**config.mk**
```make
export PLATFORM = sky130hd
export DESIGN_NAME = delay_sa
export DESIGN_NICKNAME = d
export VERILOG_FILES = /design/src/rtl/delay_sa.sv
export SDC_FILE = /design/constraint.sdc
export NUM_CORES = 1
export LEC_CHECK = 0
export ABC_AREA = 1
export CAP_MARGIN = 10
export CORE_MARGIN = 3
export CORE_UTILIZATION = 30
export CTS_BUF_LIST = sky130_fd_sc_hd__clkbuf_2
export CTS_CLUSTER_DIAMETER = 40
export CTS_CLUSTER_SIZE = 10
export DETAILED_ROUTE_END_ITERATION = 10
export GPL_ROUTABILITY_DRIVEN = 0
export PLACE_DENSITY = 0.55
export SLEW_MARGIN = 10
export SYNTH_ARGS = -nofsm -noshare
export SYNTH_HDL_FRONTEND = slang
export SYNTH_SLANG_ARGS = --single-unit
export TNS_END_PERCENT = 20
```
**constraint.sdc**
```tcl
create_clock -name clk -period 4.6 [get_ports clk]
set_input_delay 0.92 -clock clk [delete_from_list [all_inputs] [get_ports clk]]
set_output_delay 0.92 -clock clk [all_outputs]
set_load 0.01 [all_outputs]
```
**src/rtl/delay_sa.sv**
```systemverilog
// Delay stage of the synthetic-aperture beamformer: buffers one sample per channel per beat
// and serialises the per-channel delayed samples to the downstream summer.
module delay_sa #(
  parameter int DATA_WIDTH   = 16,
  parameter int NUM_CHANNELS = 4,
  parameter int MAX_DELAY    = 16,
  parameter int DLY_W        = $clog2(MAX_DELAY),
  parameter int CH_W         = $clog2(NUM_CHANNELS)
) (
  input  logic                               clk,
  input  logic                               reset,
  input  logic                               start_frame,
  input  logic                               sample_valid,
  output logic                               sample_ready,
  input  logic [NUM_CHANNELS*DATA_WIDTH-1:0] sample_in,
  input  logic                               delay_wr_en,
  input  logic [CH_W-1:0]                    delay_wr_ch,
  input  logic [DLY_W-1:0]                   delay_wr_val,
  output logic                               busy,
  output logic                               start_sum,
  output logic                               sum_en,
  output logic [DATA_WIDTH-1:0]              delayed_sample,
  output logic                               done_channel
);

  localparam int FILL_W = $clog2(MAX_DELAY + 1);

  typedef enum logic [1:0] {IDLE, START, EMIT, DONE} state_t;

  state_t                  state_q;
  logic [DLY_W-1:0]        wrPtr_q;
  logic [DLY_W-1:0]        curPtr_q;
  logic [FILL_W-1:0]       fill_q;
  logic [CH_W-1:0]         ch_q;
  logic [DLY_W-1:0]        delay_q [NUM_CHANNELS];
  logic [DATA_WIDTH-1:0]   mem_q [NUM_CHANNELS][MAX_DELAY];
  logic                    busy_q;
  logic                    startSum_q;
  logic                    sumEn_q;
  logic [DATA_WIDTH-1:0]   delayed_q;
  logic                    done_q;

  logic                    accept;
  logic [DLY_W-1:0]        wrIdx;
  logic [DLY_W-1:0]        wrPtr_d;
  logic [FILL_W-1:0]       baseFill;
  logic [FILL_W-1:0]       fill_d;
  logic [CH_W-1:0]         rdCh;
  logic [DLY_W-1:0]        rdDly;
  logic [DLY_W-1:0]        rdIdx;
  logic [DATA_WIDTH-1:0]   rdData;

  assign sample_ready   = (state_q == IDLE);
  assign accept         = sample_ready && sample_valid;
  assign busy           = busy_q;
  assign start_sum      = startSum_q;
  assign sum_en         = sumEn_q;
  assign delayed_sample = delayed_q;
  assign done_channel   = done_q;

  // A frame strobe coinciding with an accept clears history before the beat lands.
  always_comb begin
    wrIdx    = start_frame ? '0 : wrPtr_q;
    baseFill = start_frame ? '0 : fill_q;
    wrPtr_d  = (int'(wrIdx) == MAX_DELAY - 1) ? '0 : wrIdx + DLY_W'(1);
    fill_d   = (int'(baseFill) == MAX_DELAY) ? baseFill : baseFill + FILL_W'(1);
  end

  // Look up the sample for the channel presented next; explicit modulo so any depth works.
  always_comb begin
    rdCh   = (state_q == START) ? '0 : ch_q + CH_W'(1);
    rdDly  = '0;
    rdIdx  = '0;
    rdData = '0;
    if (int'(rdCh) < NUM_CHANNELS) begin
      rdDly = delay_q[rdCh];
      if (curPtr_q >= rdDly) begin
        rdIdx = curPtr_q - rdDly;
      end else begin
        rdIdx = DLY_W'(int'(curPtr_q) + MAX_DELAY - int'(rdDly));
      end
      if (int'(fill_q) > int'(rdDly)) begin
        rdData = mem_q[rdCh][rdIdx];
      end
    end
  end

  always_ff @(posedge clk) begin
    if (accept) begin
      for (int k = 0; k < NUM_CHANNELS; k++) begin
        mem_q[k][wrIdx] <= sample_in[k*DATA_WIDTH +: DATA_WIDTH];
      end
    end
  end

  always_ff @(posedge clk or negedge reset) begin
    if (!reset) begin
      state_q    <= IDLE;
      wrPtr_q    <= '0;
      curPtr_q   <= '0;
      fill_q     <= '0;
      ch_q       <= '0;
      busy_q     <= 1'b0;
      startSum_q <= 1'b0;
      sumEn_q    <= 1'b0;
      delayed_q  <= '0;
      done_q     <= 1'b0;
      for (int k = 0; k < NUM_CHANNELS; k++) begin
        delay_q[k] <= '0;
      end
    end else begin
      unique case (state_q)
        IDLE: begin
          if (delay_wr_en && (int'(delay_wr_ch) < NUM_CHANNELS)) begin
            delay_q[delay_wr_ch] <= delay_wr_val;
          end
          if (accept) begin
            curPtr_q   <= wrIdx;
            wrPtr_q    <= wrPtr_d;
            fill_q     <= fill_d;
            busy_q     <= 1'b1;
            startSum_q <= 1'b1;
            state_q    <= START;
          end else if (start_frame) begin
            wrPtr_q <= '0;
            fill_q  <= '0;
          end
        end
        START: begin
          startSum_q <= 1'b0;
          sumEn_q    <= 1'b1;
          delayed_q  <= rdData;
          ch_q       <= '0;
          state_q    <= EMIT;
        end
        EMIT: begin
          if (int'(ch_q) == NUM_CHANNELS - 1) begin
            sumEn_q   <= 1'b0;
            delayed_q <= '0;
            done_q    <= 1'b1;
            state_q   <= DONE;
          end else begin
            delayed_q <= rdData;
            ch_q      <= ch_q + CH_W'(1);
          end
        end
        DONE: begin
          done_q  <= 1'b0;
          busy_q  <= 1'b0;
          state_q <= IDLE;
        end
        default: state_q <= IDLE;
      endcase
    end
  end

endmodule

```
==> results_dict.tcl <==
set metrics [dict create \
    antenna_left 0 \
    layout_common_cells "nand2_1, edfxtp_1, nand3_1" \
    cts_tree "done" \
    nNetsFinal 3848 \
    fmax_mhz 250 \
    pin_count 96 \
    htreeDepth 4 \
    layout-drive-gt1-share_pct 8.63 \
    min_path_cells 3 \
    worstReg2RegEnd "delayed_sample[1]$_DFFE_PN0P_" \
    timing.rr.start "state_q[1]$_DFFE_PN0P_" \
    cts_buffer_depth 3 \
    final_common_cell "nand2_1" \
    yosys_warnings 0 \
    hp-class "in2reg" \
    finalHoldViolations 0 \
    whs_ns 0.181 \
    avgRoutedWirePerCell_um 22.4 \
    min_period_ns 4.00 \
    syn_nets 3758 \
    crit_type "reg2reg" \
    grt_pass1_vias 27600 \
    drt_first_pass_iters 9 \
    cts_root_buf "clkbuf_2" \
    slew_headroom_pct 30.0 \
    path_max_fanout 22 \
    start_util_pct 30.3 \
    drt_first_iter_violations 2636 \
    status "finished, final reports clean" \
    die_h_um 387 \
    min_from "delay_wr_val[1]" \
    crit_path_frequent_cell "inv_1" \
    drc_errors 0 \
    cp_cell_sequence "inv_1 > ha_1 > inv_1 > nand2_8 > nor2_1 > inv_1 > a22oi_1 > inv_1 > fa_4 > xor2_4 > clkinv_1 > buf_12 > nand3_1 > nand3_1 > nand3_1 > nand2_1" \
    grt_pass1_wl_mm 190 \
    synth-seq-area-share_pct 73.6 \
    reg2reg_depth 16 \
    fin_area_um2 48600 \
    cp-start-kind "flop" \
    cpLargestDelayFamily "buffers and inverters" \
    skew_ns 0.118 \
    vias 28800 \
    fin_tns_setup_ns 0 \
    overflow 0 \
    slew_viol_final 0 \
    fin_crit_sh_pct 87.0 \
    dieWidth_um 387 \
    syn_inst 3664 \
    maxCapViolations 0 \
    netlist_area_um2 43600 \
    rows 139 \
    crit_slowest_cell "clkinv_1" \
    grt_setup_unrepaired "no" \
    post-dp-hpwl_mm 69.6 \
    finalSetupViolations 0 \
    reg2reg_slack_ns 0.60 \
    io_buffers 95 \
    finalCoreUtilization_pct 33.8 \
    slowest_delay_ns 0.59 \
    critPathBufInv 6 \
    clk_pin_slew_worst_paths_ns 0.16 \
    antenna_found_initial 12 \
    tightest_slew_ns 1.05 \
    vias_per_cell 4.98 \
    min_to "delay_q[1]$_DFFE_PN0P_" \
    arrival_ns 5.33 \
    cts_buffers 154 \
    dpl_cell_area_um2 46800 \
    fillerInstances 14300 \
    cp.required_ns 5.93 \
    syn_to_final_growth_pct 11.6 \
    drt-total-wl_mm 129 \
    yosysUniqueCellTypes 25 \
    coreArea_um2 144000 \
    numClockSinks 1077 \
    grt_max_degree 163 \
    crit_path_end_kind "flop" \
    synth_seq_cells 1077 \
    die_area_um2 150000 \
    clk_latency_ns 1.49 \
    grtUsageTotal_pct 16.8 \
    syn_avg_cell_area_um2 11.9 \
]
## through the flow
| step | std cells | setup WS [ns] |
|---|---|---|
| after detailed placement | 5498 | 0.624 |
| final | 5781 | 0.600 |
| after floorplan | 3664 | -0.321 |
| after global routing | 5776 | 0.390 |
| after global placement | 5498 | 0.716 |
| after CTS | 5771 | 0.562 |
## synth_stat cells, drive strengths merged
master	count	area, µm²
o211ai	2	15.0
nand3	823	4120
a21oi	192	961
nor3	3	15.0
a22o	1	8.76
nand2	1106	4160
inv	100	375
edfxtp	1024	30700
xnor2	2	17.5
o21ai	40	200
nor2	54	203
nand4	4	25.0
clkinv	3	11.3
o22ai	8	50.1
xor2	2	17.5
dfrtp	53	1330
a22oi	3	22.5
clkbuf	73	274
ha	18	225
fa	1	20.0
buf	152	758
## registers in the layout, summed over array words and instances, names as in the netlist
register        cells
fill_q              5
delay_q            16
start_sum           1
wrPtr_q             4
ch_q                2
mem_q            1024
state_q             2
sum_en              1
delayed_sample     16
done_channel        1
busy                1
curPtr_q            4
## worst min-delay path, delay by kind of cell
| kind | cells | cell delay [ns] |
|---|---|---|
| buf+inv | 1 | 0.46 |
| simple gates | 1 | 0.08 |
| compound gates | 1 | 0.07 |
## layout make-up
class / instances / area [µm²] / area share, %
antenna: 10 / 25.0 / 0.0515
clock buffer: 193 / 966 / 1.99
tap: 1903 / 2380 / 4.90
sequential: 1077 / 32100 / 66.0
timing repair buffer: 159 / 1760 / 3.63
multi-input combinational: 2259 / 10300 / 21.1
clock inverter: 77 / 714 / 1.47
inverter: 103 / 402 / 0.827
## worst max-delay path by stage
stage / start / to / slack (ns) / depth (start not counted)
6_report: state_q[1]$_DFFE_PN0P_ / delayed_sample[1]$_DFFE_PN0P_ / 0.60 / 16
5_1_grt: state_q[1]$_DFFE_PN0P_ / delayed_sample[9]$_DFFE_PN0P_ / 0.39 / 16
4_1_cts: delayed_sample[2]$_DFFE_PN0P_ / delayed_sample[2] / 0.56 / 1
3_5_place_dp: state_q[1]$_DFFE_PN0P_ / delayed_sample[11]$_DFFE_PN0P_ / 0.62 / 16
3_3_place_gp: state_q[1]$_DFFE_PN0P_ / delayed_sample[11]$_DFFE_PN0P_ / 0.72 / 16
2_1_floorplan: start_frame / mem_q[0][64]$_DFFE_PP_ / -0.32 / 7
## layer usage
layer / wire, µm / up-vias / global-route usage, % / part of all wire [%]
li1: - / 13200 / - / -
met1: 58200 / 14400 / 23.8 / 45
met2: 58200 / 1015 / 26.1 / 45
met3: 10400 / 192 / 3.90 / 8.0
met4: 2480 / 8 / 4.41 / 1.9
met5: 43 / - / 0 / 0.033
## repair_timing
action	CTS	global route
setup buffers	0	0
gates resized for setup	0	0
hold buffers	3	0
endpoints found under the hold margin	55	0
## cells by family after synthesis
family,share of synthesized area [%]
and+or+nand+nor,19.6
DFF,73.6
buffers and inverters,3.26
AOI/OAI and AO/OA,2.89
adders and majority gates,0.563
xor gates and xnor gates,0.0805
Power is left out: the tool's default activity adds up to more than one toggle a clock period on the data nets, which glitch-free logic cannot reach.
